===== src/rtl/hpm_counter_ctrl.sv =====
`default_nettype none
// ============================================================================
// Module   : hpm_counter_ctrl
// Brief    : CSR front-end and event gating for a bank of 64-bit hardware
//            performance counters. Optional overflow interrupt is built when
//            HPM_CTRL_OVF_IRQ_EN is defined.
// Revision : 1.0 - initial release
// ============================================================================
module hpm_counter_ctrl #(
    parameter int NumCounters  = 2,
    parameter int CounterWidth = 32,
    parameter int IdxW         = (NumCounters > 1) ? $clog2(NumCounters) : 1
) (
    input  logic                         clk_i,
    input  logic                         rst_ni,
    input  logic                         csr_req_i,
    output logic                         csr_gnt_o,
    input  logic                         csr_we_i,
    input  logic                         csr_inh_i,
    input  logic [IdxW-1:0]              csr_idx_i,
    input  logic                         csr_hi_i,
    input  logic [31:0]                  csr_wdata_i,
    output logic                         csr_rvalid_o,
    output logic [31:0]                  csr_rdata_o,
    output logic                         csr_err_o,
    input  logic [NumCounters-1:0]       event_i,
    output logic [NumCounters-1:0]       counter_inc_o,
    output logic [NumCounters-1:0]       counter_we_o,
    output logic [NumCounters-1:0]       counterh_we_o,
    output logic [31:0]                  counter_wdata_o,
    input  logic [NumCounters-1:0][63:0] counter_val_i,
    output logic                         irq_o
);

    localparam logic [1:0] c_IDLE   = 2'd0;
    localparam logic [1:0] c_ACCESS = 2'd1;
    localparam logic [1:0] c_RESP   = 2'd2;

    logic [1:0]             r_state;
    logic                   r_we;
    logic                   r_inh;
    logic                   r_hi;
    logic                   r_err;
    logic [IdxW-1:0]        r_idx;
    logic [31:0]            r_wdata;
    logic [31:0]            r_rdata;
    logic [NumCounters-1:0] r_inhibit;

    logic [NumCounters-1:0] w_sel;
    logic                   w_idx_ok;
    logic                   w_cnt_wr;
    logic [63:0]            w_val;
    logic [31:0]            w_rd_next;

    // One-hot decode of the latched index; all zero for out-of-range indices.
    for (genvar gi = 0; gi < NumCounters; gi++) begin : g_sel
        assign w_sel[gi] = (r_idx == IdxW'(gi));
    end

    assign w_idx_ok = |w_sel;
    assign w_cnt_wr = (r_state == c_ACCESS) & r_we & ~r_inh;

    always_comb begin
        w_val = '0;
        for (int i = 0; i < NumCounters; i++) begin
            if (w_sel[i]) w_val = w_val | counter_val_i[i];
        end
    end

    always_comb begin
        w_rd_next = '0;
        if (!r_we) begin
            if (r_inh) begin
                w_rd_next[NumCounters-1:0] = r_inhibit;
            end else if (w_idx_ok) begin
                w_rd_next = r_hi ? w_val[63:32] : w_val[31:0];
            end
        end
    end

    assign csr_gnt_o       = (r_state == c_IDLE) & csr_req_i;
    assign csr_rvalid_o    = (r_state == c_RESP);
    assign csr_err_o       = (r_state == c_RESP) & r_err;
    assign csr_rdata_o     = r_rdata;
    assign counter_wdata_o = r_wdata;
    assign counter_we_o    = {NumCounters{w_cnt_wr & ~r_hi}} & w_sel;
    assign counterh_we_o   = {NumCounters{w_cnt_wr &  r_hi}} & w_sel;
    // A software write owns the counter for its strobe cycle, so drop the event.
    assign counter_inc_o   = event_i & ~r_inhibit & ~({NumCounters{w_cnt_wr}} & w_sel);

    always_ff @(posedge clk_i or negedge rst_ni) begin
        if (!rst_ni) begin
            r_state   <= c_IDLE;
            r_we      <= 1'b0;
            r_inh     <= 1'b0;
            r_hi      <= 1'b0;
            r_err     <= 1'b0;
            r_idx     <= '0;
            r_wdata   <= '0;
            r_rdata   <= '0;
            r_inhibit <= '0;
        end else begin
            case (r_state)
                c_IDLE: begin
                    if (csr_req_i) begin
                        r_we    <= csr_we_i;
                        r_inh   <= csr_inh_i;
                        r_idx   <= csr_idx_i;
                        r_hi    <= csr_hi_i;
                        r_wdata <= csr_wdata_i;
                        r_state <= c_ACCESS;
                    end
                end
                c_ACCESS: begin
                    r_rdata <= w_rd_next;
                    r_err   <= ~r_inh & ~w_idx_ok;
                    if (r_we && r_inh) r_inhibit <= r_wdata[NumCounters-1:0];
                    r_state <= c_RESP;
                end
                c_RESP:  r_state <= c_IDLE;
                default: r_state <= c_IDLE;
            endcase
        end
    end

`ifdef HPM_CTRL_OVF_IRQ_EN
    logic [NumCounters-1:0] r_ovf;
    logic [NumCounters-1:0] w_wrap;

    for (genvar gi = 0; gi < NumCounters; gi++) begin : g_wrap
        assign w_wrap[gi] = &counter_val_i[gi][CounterWidth-1:0];
    end

    // Clear beats set: a rewritten counter starts with a clean overflow flag.
    always_ff @(posedge clk_i or negedge rst_ni) begin
        if (!rst_ni) begin
            r_ovf <= '0;
        end else begin
            r_ovf <= (r_ovf | (counter_inc_o & w_wrap)) & ~(counter_we_o | counterh_we_o);
        end
    end

    assign irq_o = |r_ovf;
`else
    logic w_unused_cw;
    assign w_unused_cw = (CounterWidth > 0);
    assign irq_o       = 1'b0;
`endif

endmodule
`default_nettype wire


===== config.mk =====
export PLATFORM = sky130hd
export DESIGN_NAME = hpm_counter_ctrl
export DESIGN_NICKNAME = d
export VERILOG_FILES = /design/src/rtl/hpm_counter_ctrl.sv
export SDC_FILE = /design/constraint.sdc
export NUM_CORES = 1
export LEC_CHECK = 0
export ABC_AREA = 1
export BUFFER_PORTS_ARGS = -buffer_cell sky130_fd_sc_hd__buf_2
export CORE_ASPECT_RATIO = 1.75
export CORE_UTILIZATION = 35
export CTS_CLUSTER_SIZE = 8
export DETAILED_ROUTE_END_ITERATION = 10
export PLACE_DENSITY_LB_ADDON = 0.05
export SKIP_CTS_REPAIR_TIMING = 1
export SYNTH_ARGS = -nofsm -noshare
export SYNTH_HDL_FRONTEND = slang
export SYNTH_SLANG_ARGS = --single-unit
export TNS_END_PERCENT = 20

===== constraint.sdc =====
create_clock -name clk_i -period 2.45 [get_ports clk_i]
set_input_delay 0.245 -clock clk_i [delete_from_list [all_inputs] [get_ports clk_i]]
set_output_delay 0.245 -clock clk_i [all_outputs]
set_load 0.02 [all_outputs]

==> results summary, run 1 <==
The number of clock sinks came out at 72. The maximum fanout encountered on the critical timing path is 65. The max-slew violation count is 0.

The area overhead of the layout relative to synthesis is 41.11%. The number of buffers created by CTS came out at 9. The number of distinct standard cells referenced by the synthesized netlist is 18. The initial utilization of the core area, before any placement, comes to 0.3580.

The arrival time of data at the critical path endpoint is 1.73 ns. Entering global routing, the biggest net connects 66 pins. The floorplan row count came out at 50. The worst max-slew margin expressed relative to the limit is 0.5398.

The average footprint of a synthesized cell came out at 7.051 sq um. The vias after detailed routing is 4215. The worst hold path belongs to the class input port to flop. The worst voltage drop across the vdd grid is 513.1 uV. The flip-flop and latch area is 0.001803 sq mm.

The average wire per standard cell is 13.19 um. The fraction of final layout cells with drive strength greater than 1 came out at 0.3541. The setup total negative slack came out at 0 ns. Counting cells, the worst reg-to-reg path comes to 6. The cell area after synthesis is 0.003807 sq mm. The minimum setup slack in the final design came out at 0.4736 ns. The final number of setup-violating endpoints is 0. In the synthesized netlist the dominant register cell turns out to be sky130_fd_sc_hd__dfrtp_1.

After detailed routing, the total wire length is 11910 um. The detailed router finished its first iteration with 136 violations. At the later pin of the worst-skew pair, clock insertion delay measures 0.33 ns. At the end of the flow, the number of nets in the layout was 935. The number of global-route vias before repair was 4009.

Ranked by instance count, the synthesized netlist is headed by sky130_fd_sc_hd__nand2_1, sky130_fd_sc_hd__nand3_1, sky130_fd_sc_hd__dfrtp_1, sky130_fd_sc_hd__buf_2. The die outline area is 0.01132 sq mm. The die outline width is 80.84 um. Of the total power, the share spent switching nets is 0.3964. The sum of overflow across all layers after global routing is 0. The internal portion of the total power is 3.156 mW. The area share of and/or/nand/nor cells after synthesis is 0.4417. The largest buffer count on any clock path is 2. Setup repair after global routing left no endpoint under its margin. The first detailed-routing pass ran for 4 iterations.

The count of H-tree levels built during CTS came out at 3. In the final layout, the multi-input gates occupy 0.001739 sq mm. The layout has 1137 filler cells. At the pin with the least slew margin, the transition time is 0.6893 ns. The CTS tree is built.

Of the available clock period, the critical path in the final layout requires 0.8067. The start-to-end type of the worst setup path is flop to output pin. For this run, the total global-route usage over all layers was measured as 0.2125. The post-DP HPWL came out at 8512 um.

Yosys instantiated no cell more often than sky130_fd_sc_hd__nand2_1. In the routed layout, each cell is associated on average with a via count of 4.668. In this run the tool buffered the top-level ports with 240 buffer cells. Of all cell types, the one taking the most synthesized area is sky130_fd_sc_hd__dfrtp_1.

The run finished with clean final reports. The height of the die came out at 140.0 um. The clock-pin transition on the worst setup and hold timing paths is 0.06 ns. The cell count after synthesis came out at 540.

The part of the power in combinational logic is 0.390. The power density over the cells came out at 973.1 mW/mm^2. The final routed DRC violation total came out at 0.

The root buffer cell chosen for the clock tree is sky130_fd_sc_hd__clkbuf_16. The flop and latch count out of synthesis is 72. The share of power burned in the clock network came out at 0.274.

For this run, the number of Yosys warnings is 0. The clock skew is 0.008234 ns. STA classifies the critical path startpoint as a flop. Pin placement for this block handled 243 I/O pins.

The number of nets with antenna violations after routing is 0. STA classifies the critical path endpoint as an output pin. The fraction of the mapped netlist area in compound gates is 0.01314. Measured against the total synthesized area, the mux share comes to 0. The pre-CTS setup slack came out at 0.7936 ns. The fraction of power consumed by sequential logic came out at 0.336. The number of antenna violations at the first check in global routing is 1. Summed over all nets, the switching power comes to 2.072 mW.

By area the synthesized netlist is led by sky130_fd_sc_hd__dfrtp_1, sky130_fd_sc_hd__nand2_1, sky130_fd_sc_hd__nand3_1. The post-synthesis adder-cell area fraction is 0. The number of enable flip-flop cells after synthesis is 0. The maximum clock rate is 0.5060 GHz. The leakage power total came out at 3.217 nW. By area, the combinational part of the netlist is dominated by simple AND/OR/NAND/NOR gates.

The share of async-settable or async-resettable flops after synthesis came out at 1.000. The post-synthesis sequential area ratio is 0.4732. Counting instances, the worst hold path has a depth of 3.

The clock period minus final worst setup slack is 1.976 ns. The fraction of post-synthesis cell area in the top cell type by area came out at 0.4732. The worst hold margin is 0.1014 ns.

The total area inside the core boundary comes to 0.01064 sq mm. The required time of the critical path came out at 2.20 ns. The post-synthesis share of cell area spent on xor and xnor gates is 0. The first-pass GRT wire length is 18510 um. At the end of routability-driven placement, the weighted congestion stood at 0.8643.

The number of maximum-capacitance constraint violations is 0. The count of endpoints failing hold in the final timing report is 0.
## per-stage QoR
stage / utilization / area [sq um] / instances / total power, mW
finish: 0.5052 / 5373 / 903 / 5.228
global route: 0.5049 / 5370 / 902 / 5.584
CTS: 0.5038 / 5358 / 900 / 5.300
detailed placement: 0.4728 / 5029 / 884 / 3.837
global placement: 0.4728 / 5029 / 884 / 3.804
floorplan: - / 3811 / 541 / 3.111
## routing by layer
metal  wire length [um]  GRT usage
met5                  0          0
met4                225    0.08459
met3                799    0.04300
met2               6159     0.3773
met1               4726     0.2411
## cell type report
type	count	share of cell area
flip-flops and latches	72	0.3356
multi-input cells	419	0.3237
repair buffers	250	0.2385
clock buffers	10	0.04448
well taps	130	0.03027
clock inverters	6	0.01677
inverters	14	0.009781
diodes	2	0.0009315
## path summary, 6_finish.rpt
check | startpoint | end | slack, ns
max | r_idx | counterh_we_o[1] | 0.47
min | csr_wdata_i[9] | counter_wdata_o[9] | 0.10
max reg2reg | r_idx | csr_rdata_o[25] | 0.90
min reg2reg | counter_wdata_o[25] | counter_wdata_o[25] | 0.47
max in group asynchronous | rst_ni | csr_rdata_o[29] | 1.32
min in group asynchronous | rst_ni | csr_rdata_o[5] | 0.44
## power by group through the flow
| stage | clock, mW | combinational, mW | sequential (mW) |
|---|---|---|---|
| after floorplan | 0 | 0.928 | 2.18 |
| after global placement | 0 | 2.05 | 1.76 |
| after detailed placement | 0 | 2.07 | 1.77 |
| after CTS | 1.47 | 2.07 | 1.76 |
| after global routing | 1.52 | 2.26 | 1.81 |
| final | 1.43 | 2.04 | 1.76 |
## logic make-up after synthesis
kind of cell / after synthesis
AO/OA/AOI/OAI: 10
flip-flops: 72
other: 1
AND/OR/NAND/NOR: 407
buffers and inverters: 50
## flip-flops by register name (all words and copies together), names as in the netlist
name,count
counter_wdata_o,32
csr_rdata_o,32
r_hi,1
r_idx,1
r_inh,1
r_inhibit,2
r_state,2
r_we,1
## critical path: stages (launching register included)
cell	delay, ns
sky130_fd_sc_hd__dfrtp_2	0.36
sky130_fd_sc_hd__buf_4	0.52
sky130_fd_sc_hd__nand2_1	0.22
sky130_fd_sc_hd__nor2_1	0.13
sky130_fd_sc_hd__buf_2	0.18
## placed cells by master (no fill, tap or decap), drive strengths merged
cell type and instances:
nor3 1, nand3 97, clkbuf 10, conb 2
o21ai 8, a21oi 2, dlygate4sd3 1, inv 15
dfrtp 72, nor2 8, clkinv 2, clkinvlp 1
nand2 301, buf 249, bufinv 2, diode 2
Power figures use the tool's default switching activity.
==> inputs of run 2 (changes only) <==
==> constraint.sdc (replaced) <==
create_clock -name clk_i -period 1.68 [get_ports clk_i]
set_input_delay 0.168 -clock clk_i [delete_from_list [all_inputs] [get_ports clk_i]]
set_output_delay 0.168 -clock clk_i [all_outputs]
set_load 0.02 [all_outputs]
==> run 2 against run 1 <==
  * First-iteration DRC count fell by 7.4%
  * Worst setup slack got worse by 0.45 ns
  * Flip-flop and latch count did not move
  * Cell count rose by 0.66%
  * Clock skew rose by 0.0015 ns
  * Critical path type unchanged
  * Largest power group unchanged
==> results summary, run 2 (same netlist as run 1, synthesis figures left out) <==
The iteration-0 DRC count of the detailed router is 126 (was 136). The critical path capture point type is an output pin (unchanged). The share of the core filled with cells in the final layout came out at 0.5174 (was 0.5052). The cell with the largest stage delay on the worst path is sky130_fd_sc_hd__dfrtp_1 (was sky130_fd_sc_hd__buf_4). The number of global-route vias before repair came out at 3932 (was 4009). The fraction of final layout cells with drive strength greater than 1 came out at 0.3676 (was 0.3541).

The post-DP HPWL is 8871 um (was 8512 um). The number of buffers created by CTS is 9 (unchanged). The clock-pin transition on the worst setup and hold timing paths is 0.06 ns (about the same).

The total buffers and inverters traversed by the critical path is 2 (unchanged). The source-to-sink clock delay at the later pin of the worst-skew pair is 0.33 ns (about the same). The die outline width is 80.84 um (unchanged). The count of endpoints failing hold in the final timing report was 0 (unchanged). The final routed DRC violation total came out at 0 (unchanged). The number of nets with antenna violations after routing is 0 (unchanged). The maximum clock rate is 0.6031 GHz.

The most common library cell in the layout ignoring fill and taps is sky130_fd_sc_hd__nand2_1 (unchanged). The effective utilization at floorplan came out at 0.3580 (unchanged). The via count normalized by instance count is 4.651 (was 4.668).

The number of maximum-capacitance constraint violations was 0 (unchanged). The leakage power total came out at 3.269 nW (was 3.217 nW). The first-pass GRT wire length is 18600 um (was 18510 um). The count of input and output buffers came out at 240 (unchanged). The global router's overall resource usage came out at 0.2159 (was 0.2125). The floorplan row count is 50 (unchanged). The filler-free cell count of the finished design came out at 909 (was 903).

The worst hold margin came out at 0.02755 ns (was 0.1014 ns). The class of the tightest hold or removal check is input port to flop (unchanged). Crit-path cells: inv_2 -> nand2_4 -> nor3_4 -> nand2_2 -> nor2_1 -> buf_4 (was buf_4 -> nand2_1 -> nor2_1 -> buf_2). The height of the die came out at 140.0 um (unchanged). The cell area after placement was 0.005119 sq mm (was 0.005029 sq mm). Unrepaired setup endpoints after global routing: true (was false). The area overhead of the layout relative to synthesis came to 44.53% (was 41.11%). The final number of setup-violating endpoints is 0 (unchanged). Highest-count cells in the layout ignoring fill and taps: sky130_fd_sc_hd__nand2_1, sky130_fd_sc_hd__buf_2, sky130_fd_sc_hd__nand3_1 (unchanged). The vias after detailed routing came out at 4228 (was 4215).

The total length of routed wires is 11970 um (was 11910 um). The max-slew violation count is 0 (unchanged). The die outline area is 0.01132 sq mm (unchanged). The kind of cell adding the most delay to the critical path is simple AND/OR/NAND/NOR gates (was buffers and inverters). The number of nets in the finished design came out at 942 (was 935). The clock skew is 0.009730 ns (was 0.008234 ns).

The average wire per standard cell came to 13.17 um (was 13.19 um). The count of H-tree levels built during CTS came out at 3 (unchanged). The required time of the critical path is 1.51 ns (was 2.20 ns). The worst voltage drop across the vdd grid came out at 775.9 uV (was 513.1 uV).

The post-placement cell count is 891 (was 884). The arrival time of data at the critical path endpoint is 1.49 ns (was 1.73 ns). The flip-flop and latch area is 0.001803 sq mm (unchanged). The total core area is 0.01064 sq mm (unchanged). Run status: complete, no violations (unchanged). The root buffer selected by CTS is sky130_fd_sc_hd__clkbuf_16 (unchanged). The power density over the cells was 1398 mW/mm^2 (was 973.1 mW/mm^2). Of the available clock period, the critical path in the final layout requires 0.9870. The startpoint type of the worst setup path is a flop (unchanged). The largest net degree at the start of global routing was 63 (was 66). The CTS tree was built (unchanged). The sum of overflow across all layers after global routing came out at 0 (unchanged).

The routability congestion estimate from global placement is 0.7956 (was 0.8643). The number of antenna violations at the first check in global routing came out at 1 (unchanged). The start-to-end type of the worst setup path is flop to output pin (unchanged). The number of filler instances in the final layout came out at 1092 (was 1137).

The largest incremental delay on the critical path came out at 0.42 ns (was 0.52 ns). The first-pass iteration count of the detailed router came out at 4 (unchanged). The number of clock sinks came out at 72 (unchanged). The largest buffer count on any clock path is 2 (unchanged).

The area taken by multi-input logic gates came out at 0.001770 sq mm (was 0.001739 sq mm). The maximum fanout encountered on the critical timing path came out at 3 (was 65). The final instance area is 0.005503 sq mm (was 0.005373 sq mm). The number of I/O pins is 243 (unchanged). The clock period minus final worst setup slack came out at 1.658 ns.
-- run 2: power by group --
group | internal, mW | switching [mW]
registers | 2.27 | 0.281
clock network | 1.34 | 0.709
logic | 1.06 | 2.04
total | 4.67 | 3.03
-- run 2: cell type report --
class,count,share of cell area
flip-flops and latches,72,0.3276
multi-input cells,419,0.3217
repair buffers,257,0.2522
clock buffers,11,0.04411
well taps,130,0.02956
clock inverters,5,0.01455
inverters,14,0.009777
diodes,1,0.0004548
-- run 2: tightest hold or removal path, stage by stage --
cell                      delay (ns)
sky130_fd_sc_hd__buf_2          0.08
sky130_fd_sc_hd__nand2_1        0.04
sky130_fd_sc_hd__nand2_1        0.04
-- run 2: through the flow --
step	total power [mW]	setup TNS [ns]	worst slack [ns]
CTS	7.779	-0.5429	-0.1118
global placement	5.635	0	0.2876
finish	7.695	0	0.02189
detailed placement	5.680	0	0.2605
global route	8.221	-0.4525	-0.08003
floorplan	4.537	0	0.3607
-- run 2: per-layer routing --
layer	track usage	up-vias	routed length [um]
met4	0.07801	0	240
met2	0.3786	153	6146
li1	-	2160	-
met1	0.2485	1901	4770
met5	0	-	0
met3	0.05081	14	813
-- run 2: path summary, 6_finish.rpt --
path | start | to | slack [ns] | cells past startpoint
worst max-delay path | r_state[1] | counterh_we_o[1] | 0.02 | 6
worst min-delay path | csr_wdata_i[27] | counter_wdata_o[27] | 0.03 | 3
worst max register to register | r_state[0] | csr_rdata_o[27] | 0.28 | 6
worst min register to register | csr_rdata_o[16] | csr_rdata_o[16] | 0.47 | 2
max in group asynchronous | rst_ni | counter_wdata_o[6] | 0.85 | 3
min in group asynchronous | rst_ni | csr_rdata_o[5] | 0.29 | 2
